File: config.mk
export PLATFORM = sky130hd
export DESIGN_NAME = lsu_mem_stage
export DESIGN_NICKNAME = d
export VERILOG_FILES = /design/src/rtl/lsu_pkg.sv /design/src/rtl/lsu_load_align.sv /design/src/rtl/lsu_mem_stage.sv
export SDC_FILE = /design/constraint.sdc
export NUM_CORES = 1
export LEC_CHECK = 0
export CELL_PAD_IN_SITES_DETAIL_PLACEMENT = 1
export CELL_PAD_IN_SITES_GLOBAL_PLACEMENT = 1
export CORE_UTILIZATION = 36
export DETAILED_ROUTE_END_ITERATION = 8
export PLACE_DENSITY = 0.89
export SETUP_SLACK_MARGIN = 0.15
export SKIP_LAST_GASP = 1
export SLEW_MARGIN = 20
export SYNTH_ARGS = -nofsm -noshare
export SYNTH_HDL_FRONTEND = slang
export SYNTH_SLANG_ARGS = --single-unit
File: constraint.sdc
create_clock -name clock -period 4.6 [get_ports clock]
set_input_delay 0.46 -clock clock [delete_from_list [all_inputs] [get_ports clock]]
set_output_delay 0.46 -clock clock [all_outputs]
set_load 0.03 [all_outputs]
File: src/rtl/lsu_pkg.sv
// Shared LSU definitions: access-size encodings, FSM states, byte-mask and alignment helpers.
package lsu_pkg;

    localparam int unsigned XLEN   = 64;
    localparam int unsigned MASK_W = 8;
    localparam int unsigned OFF_W  = 3;
    localparam int unsigned TYPE_W = 3;
    localparam int unsigned RD_W   = 5;

    localparam logic [1:0] LSU_B = 2'd0;
    localparam logic [1:0] LSU_H = 2'd1;
    localparam logic [1:0] LSU_W = 2'd2;
    localparam logic [1:0] LSU_D = 2'd3;

    typedef enum logic [1:0] {
        ST_IDLE = 2'd0,
        ST_REQ  = 2'd1,
        ST_WAIT = 2'd2,
        ST_RESP = 2'd3
    } lsu_state_e;

    // Byte-enable mask for an access of the given size at byte offset off.
    function automatic logic [MASK_W-1:0] lsu_wmask(input logic [1:0] size,
                                                    input logic [OFF_W-1:0] off);
        logic [MASK_W-1:0] base;
        case (size)
            LSU_B:   base = 8'h01;
            LSU_H:   base = 8'h03;
            LSU_W:   base = 8'h0F;
            default: base = 8'hFF;
        endcase
        return base << off;
    endfunction

    function automatic logic lsu_misaligned(input logic [1:0] size,
                                            input logic [OFF_W-1:0] off);
        logic [OFF_W-1:0] low;
        case (size)
            LSU_B:   low = 3'b000;
            LSU_H:   low = 3'b001;
            LSU_W:   low = 3'b011;
            LSU_D:   low = 3'b111;
            default: low = 3'b111;
        endcase
        return |(off & low);
    endfunction

endpackage

File: src/rtl/lsu_load_align.sv
// Combinational load-data extraction: shift to byte offset, then sign/zero-extend by size.
module lsu_load_align
    import lsu_pkg::*;
(
    input  logic [XLEN-1:0]   rdata,
    input  logic [OFF_W-1:0]  off,
    input  logic [TYPE_W-1:0] lsu_type,
    output logic [XLEN-1:0]   data_c
);

    logic [XLEN-1:0] shifted;
    logic            sgn;

    always_comb begin
        shifted = rdata >> {off, 3'b000};
        sgn     = ~lsu_type[2];
        data_c  = shifted;
        case (lsu_type[1:0])
            LSU_B:   data_c = {{56{sgn & shifted[7]}},  shifted[7:0]};
            LSU_H:   data_c = {{48{sgn & shifted[15]}}, shifted[15:0]};
            LSU_W:   data_c = {{32{sgn & shifted[31]}}, shifted[31:0]};
            default: data_c = shifted;
        endcase
    end

endmodule

File: src/rtl/lsu_mem_stage.sv
// MEM-stage LSU front end: EX handshake -> aligned memory request -> extended result to WB.
// Optional WAIT watchdog enabled by defining LSU_TIMEOUT_EN.
module lsu_mem_stage
    import lsu_pkg::*;
#(
    parameter int unsigned TIMEOUT_CYCLES = 256
) (
    input  logic              clock,
    input  logic              reset_n,
    input  logic              in_valid,
    output logic              in_ready,
    input  logic [XLEN-1:0]   in_addr,
    input  logic              in_wen,
    input  logic [XLEN-1:0]   in_wdata,
    input  logic [TYPE_W-1:0] in_lsu_type,
    input  logic [RD_W-1:0]   in_rd,
    output logic              mem_req_valid,
    input  logic              mem_req_ready,
    output logic [XLEN-1:0]   mem_addr,
    output logic              mem_wen,
    output logic [XLEN-1:0]   mem_wdata,
    output logic [MASK_W-1:0] mem_wmask,
    input  logic              mem_resp_valid,
    input  logic [XLEN-1:0]   mem_rdata,
    output logic              out_valid,
    input  logic              out_ready,
    output logic [XLEN-1:0]   out_data,
    output logic [RD_W-1:0]   out_rd,
    output logic              out_misalign,
    output logic              out_timeout
);

    lsu_state_e        state_q, state_d;
    logic              in_ready_q, in_ready_d;
    logic              req_valid_q, req_valid_d;
    logic              out_valid_q, out_valid_d;
    logic [XLEN-1:0]   addr_q, addr_d;
    logic              wen_q, wen_d;
    logic [XLEN-1:0]   wdata_q, wdata_d;
    logic [MASK_W-1:0] wmask_q, wmask_d;
    logic [OFF_W-1:0]  off_q, off_d;
    logic [TYPE_W-1:0] type_q, type_d;
    logic [RD_W-1:0]   rd_q, rd_d;
    logic [XLEN-1:0]   data_q, data_d;
    logic              misalign_q, misalign_d;
    logic [XLEN-1:0]   align_data_c;

`ifdef LSU_TIMEOUT_EN
    localparam int unsigned CNT_W = (TIMEOUT_CYCLES > 1) ? $clog2(TIMEOUT_CYCLES) : 1;
    logic [CNT_W-1:0] cnt_q, cnt_d;
    logic             timeout_q, timeout_d;
`else
    // Watchdog limit has no effect when the watchdog is compiled out.
    if (TIMEOUT_CYCLES == 0) begin : g_no_watchdog
    end
`endif

    lsu_load_align u_align (
        .rdata    (mem_rdata),
        .off      (off_q),
        .lsu_type (type_q),
        .data_c   (align_data_c)
    );

    always_ff @(posedge clock or negedge reset_n) begin
        if (!reset_n) state_q <= ST_IDLE;
        else          state_q <= state_d;
    end

    // Next state and next values of every registered output.
    always_comb begin
        state_d    = state_q;
        addr_d     = addr_q;
        wen_d      = wen_q;
        wdata_d    = wdata_q;
        wmask_d    = wmask_q;
        off_d      = off_q;
        type_d     = type_q;
        rd_d       = rd_q;
        data_d     = data_q;
        misalign_d = misalign_q;
`ifdef LSU_TIMEOUT_EN
        cnt_d      = cnt_q;
        timeout_d  = timeout_q;
`endif
        case (state_q)
            ST_IDLE: begin
                if (in_valid) begin
                    addr_d     = {in_addr[XLEN-1:3], 3'b000};
                    wen_d      = in_wen;
                    wdata_d    = in_wdata << {in_addr[2:0], 3'b000};
                    wmask_d    = lsu_wmask(in_lsu_type[1:0], in_addr[2:0]);
                    off_d      = in_addr[2:0];
                    type_d     = in_lsu_type;
                    rd_d       = in_rd;
                    data_d     = '0;
                    misalign_d = lsu_misaligned(in_lsu_type[1:0], in_addr[2:0]);
`ifdef LSU_TIMEOUT_EN
                    timeout_d  = 1'b0;
`endif
                    state_d    = misalign_d ? ST_RESP : ST_REQ;
                end
            end
            ST_REQ: begin
                if (mem_req_ready) begin
                    state_d = wen_q ? ST_RESP : ST_WAIT;
`ifdef LSU_TIMEOUT_EN
                    cnt_d   = '0;
`endif
                end
            end
            ST_WAIT: begin
                if (mem_resp_valid) begin
                    data_d  = align_data_c;
                    state_d = ST_RESP;
                end
`ifdef LSU_TIMEOUT_EN
                else if (cnt_q == CNT_W'(TIMEOUT_CYCLES - 1)) begin
                    timeout_d = 1'b1;
                    state_d   = ST_RESP;
                end else begin
                    cnt_d = cnt_q + CNT_W'(1);
                end
`endif
            end
            ST_RESP: begin
                if (out_ready) state_d = ST_IDLE;
            end
            default: state_d = ST_IDLE;
        endcase
        in_ready_d  = (state_d == ST_IDLE);
        req_valid_d = (state_d == ST_REQ);
        out_valid_d = (state_d == ST_RESP);
    end

    always_ff @(posedge clock or negedge reset_n) begin
        if (!reset_n) begin
            in_ready_q  <= 1'b1;
            req_valid_q <= 1'b0;
            out_valid_q <= 1'b0;
            addr_q      <= '0;
            wen_q       <= 1'b0;
            wdata_q     <= '0;
            wmask_q     <= '0;
            off_q       <= '0;
            type_q      <= '0;
            rd_q        <= '0;
            data_q      <= '0;
            misalign_q  <= 1'b0;
`ifdef LSU_TIMEOUT_EN
            cnt_q       <= '0;
            timeout_q   <= 1'b0;
`endif
        end else begin
            in_ready_q  <= in_ready_d;
            req_valid_q <= req_valid_d;
            out_valid_q <= out_valid_d;
            addr_q      <= addr_d;
            wen_q       <= wen_d;
            wdata_q     <= wdata_d;
            wmask_q     <= wmask_d;
            off_q       <= off_d;
            type_q      <= type_d;
            rd_q        <= rd_d;
            data_q      <= data_d;
            misalign_q  <= misalign_d;
`ifdef LSU_TIMEOUT_EN
            cnt_q       <= cnt_d;
            timeout_q   <= timeout_d;
`endif
        end
    end

    assign in_ready      = in_ready_q;
    assign mem_req_valid = req_valid_q;
    assign mem_addr      = addr_q;
    assign mem_wen       = wen_q;
    assign mem_wdata     = wdata_q;
    assign mem_wmask     = wmask_q;
    assign out_valid     = out_valid_q;
    assign out_data      = data_q;
    assign out_rd        = rd_q;
    assign out_misalign  = misalign_q;
`ifdef LSU_TIMEOUT_EN
    assign out_timeout   = timeout_q;
`else
    assign out_timeout   = 1'b0;
`endif

endmodule

Word level (Yosys, flattened, before mapping)
Cells that the tools add are included.

storage, ports and cells
  input port bits = 207
  bits in registers = 215
  logic and storage cells = 58
  output and inout bits = 211

operators by class
  equal/unequal tests = 12
  bitwise gates (word level) = 5
  shifts and indexed selects = 3
  multiplexer cells = 17
  reduce and logical (&&, ||, !) cells = 8

operators with widths
  cell                                                                   count
  64-bit case mux with 3 select lines                                    1
  64-bit two-way mux                                                     2
  64-bit case mux with 2 select lines                                    1
  64-bit by 6-bit left shift with 64-bit output                          1
  64-bit by 6-bit right shift with 64-bit output                         1
  8-bit case mux with 3 select lines                                     1
  8-bit two-way mux                                                      2
  2-bit equality test, second input constant                             6
  3-bit case mux with 4 select lines                                     1
  2-bit two-way mux                                                      5
  2-bit by 1-bit equality test with 1-bit output, second input constant  4
  2-bit zero test                                                        4
  2-bit case mux with 4 select lines                                     1
  8-bit by 3-bit left shift with 8-bit output                            1
  3-bit two-way mux                                                      2
  2-bit != test, second input constant                                   2
  1-bit AND                                                              3
  3-bit AND                                                              1
  3-bit AND reduction                                                    1
  3-bit OR reduction                                                     1
  2-bit AND reduction                                                    1
  2-bit nonzero test                                                     1
  1-bit two-way mux                                                      1
  1-bit NOT                                                              1

Longest topological paths before layout
  depth in word-level cells = 10
  depth in mapped cells = 9
  mapped depth without buffers = 5

Cells and area by module
Synthesis repeated with hierarchy kept, for this count alone.

second synthesis, totals
  cell total of the unflattened synthesis = 1310
  area, all modules = 12683.4 µm²

by module, submodules not included
  module          cells an instance  sequential area each (µm²)  times used  area each (µm²)
  lsu_mem_stage   1046               5381.4                      1           10383.7
  lsu_load_align  264                0.0                         1           2299.7

Worst setup path before layout
OpenSTA, ideal clock, no wires.

  kind = input to register
  from = in mem_rdata[63]
  to = reg data_q[60], in the netlist out_data[60]
  data required time = 4.455 ns
  data arrival time = 1.802 ns
  buffers on the path = 1
  setup time = 0.145 ns
  path slack = 2.653 ns
  stages = 6
  cell sequence = mux2_2 a221oi_1 nor2_1 a311oi_4 buf_6 o31ai_2

between the ends
  cells in the longest elaborated chain, start to end = 5
  elaborated cells between the ends (all ways) = 7
  those cells by class = 1 x shift; 3 x mux; 3 x bitwise

ends and longest elaborated chain
  what                                              RTL line                                                          RTL
  start, declared                                   lsu_mem_stage.sv:24                                               input logic [XLEN-1:0] mem_rdata,
  64-bit by 6-bit right shift with 64-bit output *  lsu_load_align.sv:15                                              shifted = rdata >> {off, 3'b000};
  1-bit AND (on tied branches)                      lsu_load_align.sv:21, lsu_load_align.sv:19, lsu_load_align.sv:20
  64-bit case mux with 3 select lines *             lsu_load_align.sv:18                                              case (lsu_type[1:0])
  64-bit two-way mux *                              lsu_mem_stage.sv:113                                              if (mem_resp_valid) begin
  64-bit case mux with 2 select lines *             lsu_mem_stage.sv:86                                               case (state_q)
  end signal, assigned                              lsu_mem_stage.sv:165                                              data_q <= data_d;
  end, declared                                     lsu_mem_stage.sv:44                                               logic [XLEN-1:0] data_q, data_d;

Every way passes the cells marked *; elsewhere a longest branch is shown, timed or not. The select of a mux whose other input is x is not followed.
A chain may end at the register's enable or synchronous reset.

Worst setup path after layout
  from = reg off_q[1]
  to = reg data_q[39], in the netlist out_data[39]

between the ends
  cells in the longest elaborated chain, start to end = 5
  elaborated cells between the ends (all ways) = 7
  those cells by class = 1 x shift; 3 x mux; 3 x bitwise

ends and longest elaborated chain
  what                                              RTL line                                                          RTL
  start, declared                                   lsu_mem_stage.sv:41                                               logic [OFF_W-1:0] off_q, off_d;
  start signal, assigned                            lsu_mem_stage.sv:145                                              off_q <= '0;
  start signal, assigned                            lsu_mem_stage.sv:162                                              off_q <= off_d;
  64-bit by 6-bit right shift with 64-bit output *  lsu_load_align.sv:15
  1-bit AND (on tied branches)                      lsu_load_align.sv:21, lsu_load_align.sv:19, lsu_load_align.sv:20
  64-bit case mux with 3 select lines *             lsu_load_align.sv:18
  64-bit two-way mux *                              lsu_mem_stage.sv:113
  64-bit case mux with 2 select lines *             lsu_mem_stage.sv:86

Marks and branches as above.

==> impl_metrics.ini <==
[sta]
fin_skew_ps = 11.7
maxSlewHeadroom_pct = 28.9
transition_time_at_the_pin_with_the_least_slew_margin_ps = 1070
fin_tns_setup_ps = 0
hold_violations = 0
achievable-frequency_ghz = 0.316
hold_slack_ps = 392
timing_max_transition_violations_final = 0
final-setup-viol-count = 0
finalCritPeriodShare_pct = 68.8
layout_min_cycle_time_ps = 3170
grt_setup_unrepaired = false

[layout]
nNetsFinal = 1787
sequential_cell_area_sq_mm = 0.00539
nFillCells = 3514
area_growth_syn_to_layout_pct = 44.8
multiInputGateArea_sq_mm = 0.00582
stdcell_count = 2037
final_layout_size_suffix_gt1_share_pct = 10.9

[placement]
port-buffer-count = 413
place.detailed.instances = 1986
post-dp-hpwl_microns = 34600
routabilityCongestion = 0.894

[die]
placementRows = 65
die_span_in_y_microns = 183
floorplan.core_area_sq_mm = 0.0318
floorplan.io_pins = 418
die_outline_area_sq_mm = 0.0333
initial_utilization_pct = 36.9
horiz_die_dim_microns = 183

[yosys]
synth_seq_cells = 215
post_synth_num_cell_types = 54
synth_top_cell_by_area = sky130_fd_sc_hd__dfrtp_1
synth_largest_type_area_fraction_pct = 45.6
synth-edff-count = 0
async_flop_share_pct = 100
synth_flop_cell = sky130_fd_sc_hd__dfrtp_1
synth_warnings = 0
synth_sequential_area_ratio_pct = 45.9
post_synth.cell_area_avg_sq_um = 9.54
netlist_instances = 1230
cell_area_after_technology_mapping_sq_mm = 0.0117
cell_types_occupying_the_most_area_after_synthesis = sky130_fd_sc_hd__dfrtp_1 46%, sky130_fd_sc_hd__nand2_1 10%, sky130_fd_sc_hd__mux4_2 7.1%

[clock_tree]
cts_buffer_depth = 3
cts_made_buffers = 26
cts.sink_count = 215
cts.htree.levels = 1
worst_skew_pair.late_latency_ps = 530
path_clk_slew_ps = 60
ctsRootBufferMaster = sky130_fd_sc_hd__clkbuf_16
tritoncts_clock_tree = yes

[worst_setup_path]
critical_path.slowest_cell = sky130_fd_sc_hd__dfrtp_2
critPathCaptureType = flip-flop
critical-path-max-stage-delay_ps = 1060
timing.critical_path.from_type = flip-flop
arrival_ps = 3590
cp_max_fo = 56
cp_cell_sequence = nor2b_1 > a32oi_1 > a21oi_1 > a311oi_4 > buf_12 > o31ai_1
critical_path_required_ps = 5030
crit_buf_inv = 1
critical_path.top_delay_family = flip-flops
crit_type = reg -> reg

[detailed_routing]
wire_per_inst_microns = 23.4
ant_nets = 0
drt_first_pass_iters = 5
vias = 11300
detailedRoute.firstIterationViolations = 856
post-route-drc-count = 0
via_density_per_instance = 5.56
drt-total-wl_microns = 47700

[grt]
first_global_vias = 12300
globalRoute.totalOverflow = 0
pin_count_of_the_biggest_net_entering_global_routing = 89
global_route_wire_length_before_repair_microns = 73500
grt_usage_pct = 28.6
grt_antenna_before_repair = 2

[power]
cellPowerDensity_mw_per_mm2 = 705
power.ir.vdd_worst_v = 0.000362
leakage_uw = 0.00726

[flow_run]
drv_cap = 0

[status]
run_status = completed

[worst_hold_path]
hold_path.class = in -> reg
==> registers in the layout (all words and copies together) (netlist names) <==
register and cells:
out_valid 1, out_data 64, mem_wen 1, out_misalign 1
mem_wmask 8, state_q 2, off_q 3, mem_wdata 64
mem_addr 61, out_rd 5, mem_req_valid 1, type_q 3
in_ready 1
==> final cells by class <==
class	count	area share, %
inverters	14	0.309
repair buffers	428	25.1
clock inverters	8	0.714
well taps	435	3.20
flip-flops and latches	215	31.7
clock buffers	38	4.63
multi-input cells	895	34.2
diodes	4	0.0589
==> report_power, final <==
part           internal, uW  switching [uW]  total, uW
registers              2680             734       3420
logic                  2540            3830       6380
clock network          1350             834       2180
total                  6570            5400      12000
==> worst register-to-register path: stages (launching register included) <==
cell,delay (ps)
sky130_fd_sc_hd__dfrtp_2,1060
sky130_fd_sc_hd__nor2b_1,770
sky130_fd_sc_hd__a32oi_1,190
sky130_fd_sc_hd__a21oi_1,360
sky130_fd_sc_hd__a311oi_4,160
sky130_fd_sc_hd__buf_12,250
sky130_fd_sc_hd__o31ai_1,280
==> final timing paths <==
check                           startpoint           end  slack [ps]  cells past startpoint
worst min register to register   out_rd[1]     out_rd[1]         470                      2
worst max-delay path              off_q[1]  out_data[39]        1430                      6
min in group asynchronous          reset_n  out_data[58]         540                      2
worst min-delay path            in_addr[2]      off_q[2]         390                      3
worst max register to register    off_q[1]  out_data[39]        1430                      6
max in group asynchronous          reset_n   mem_addr[4]        2960                      3
==> cell families (layout without fill, tap and decap cells) <==
| logic type | Yosys count | after routing | synth area share [%] |
|---|---|---|---|
| compound gates | 336 | 336 | 19.2 |
| mux | 129 | 129 | 15.3 |
| simple gates | 426 | 426 | 14.8 |
| buf+inv | 123 | 488 | 4.79 |
| other cells | 1 | 8 | 0.0320 |
| flops | 215 | 215 | 45.9 |
==> Yosys cell counts (all sizes together), types with 8 or more instances <==
master,count
a21oi,87
a22o,32
o31ai,18
nor2b,11
mux2i,62
mux2,30
dfrtp,214
buf,41
nor2,60
o221ai,8
o21a,9
inv,14
a22oi,10
mux4,37
nand2,322
o21ai,116
a211oi,32
clkbuf,68
==> placed cells by master, fill, tap and decap left out, drive strengths merged, types with 10 or more instances in the layout <==
cell           netlist  final
o21ai              116    116
nand2              322    322
a21oi               87     87
a22o                32     32
inv                 14     14
o31ai               18     18
a211oi              32     32
nor2b               11     11
buf                 41     18
nor2                60     60
mux2i               62     62
clkdlybuf4s50        0    409
clkbuf              68     38
mux4                37     37
dfrtp              214    214
a22oi               10     10
mux2                30     30
==> metal layers <==
metal,wire length (microns),vias to the layer above,global-route usage (%)
li1,-,5034,-
met1,19000,5687,35.1
met2,23000,507,48.1
met3,3820,95,6.84
met4,1890,0,11.7
met5,0,-,0
==> metrics by stage <==
| stage | setup WS (ps) | power (uW) | util [%] | instance area, sq um |
|---|---|---|---|---|
| floorplan | 2650 | 7120 | - | 11700 |
| global placement | 1510 | 9560 | 50.5 | 16100 |
| detailed placement | 1460 | 9760 | 50.5 | 16100 |
| CTS | 1450 | 12100 | 53.4 | 17000 |
| global route | 1260 | 12600 | 53.4 | 17000 |
| finish | 1430 | 12000 | 53.4 | 17000 |
==> timing repair <==
item / in CTS / in global routing
gates resized for setup: 0 / 0
buffers inserted: 0 / 0
hold endpoints to repair: 80 / 0
hold buffers: 1 / 0
No activity file was read; power rests on OpenSTA's default activity.
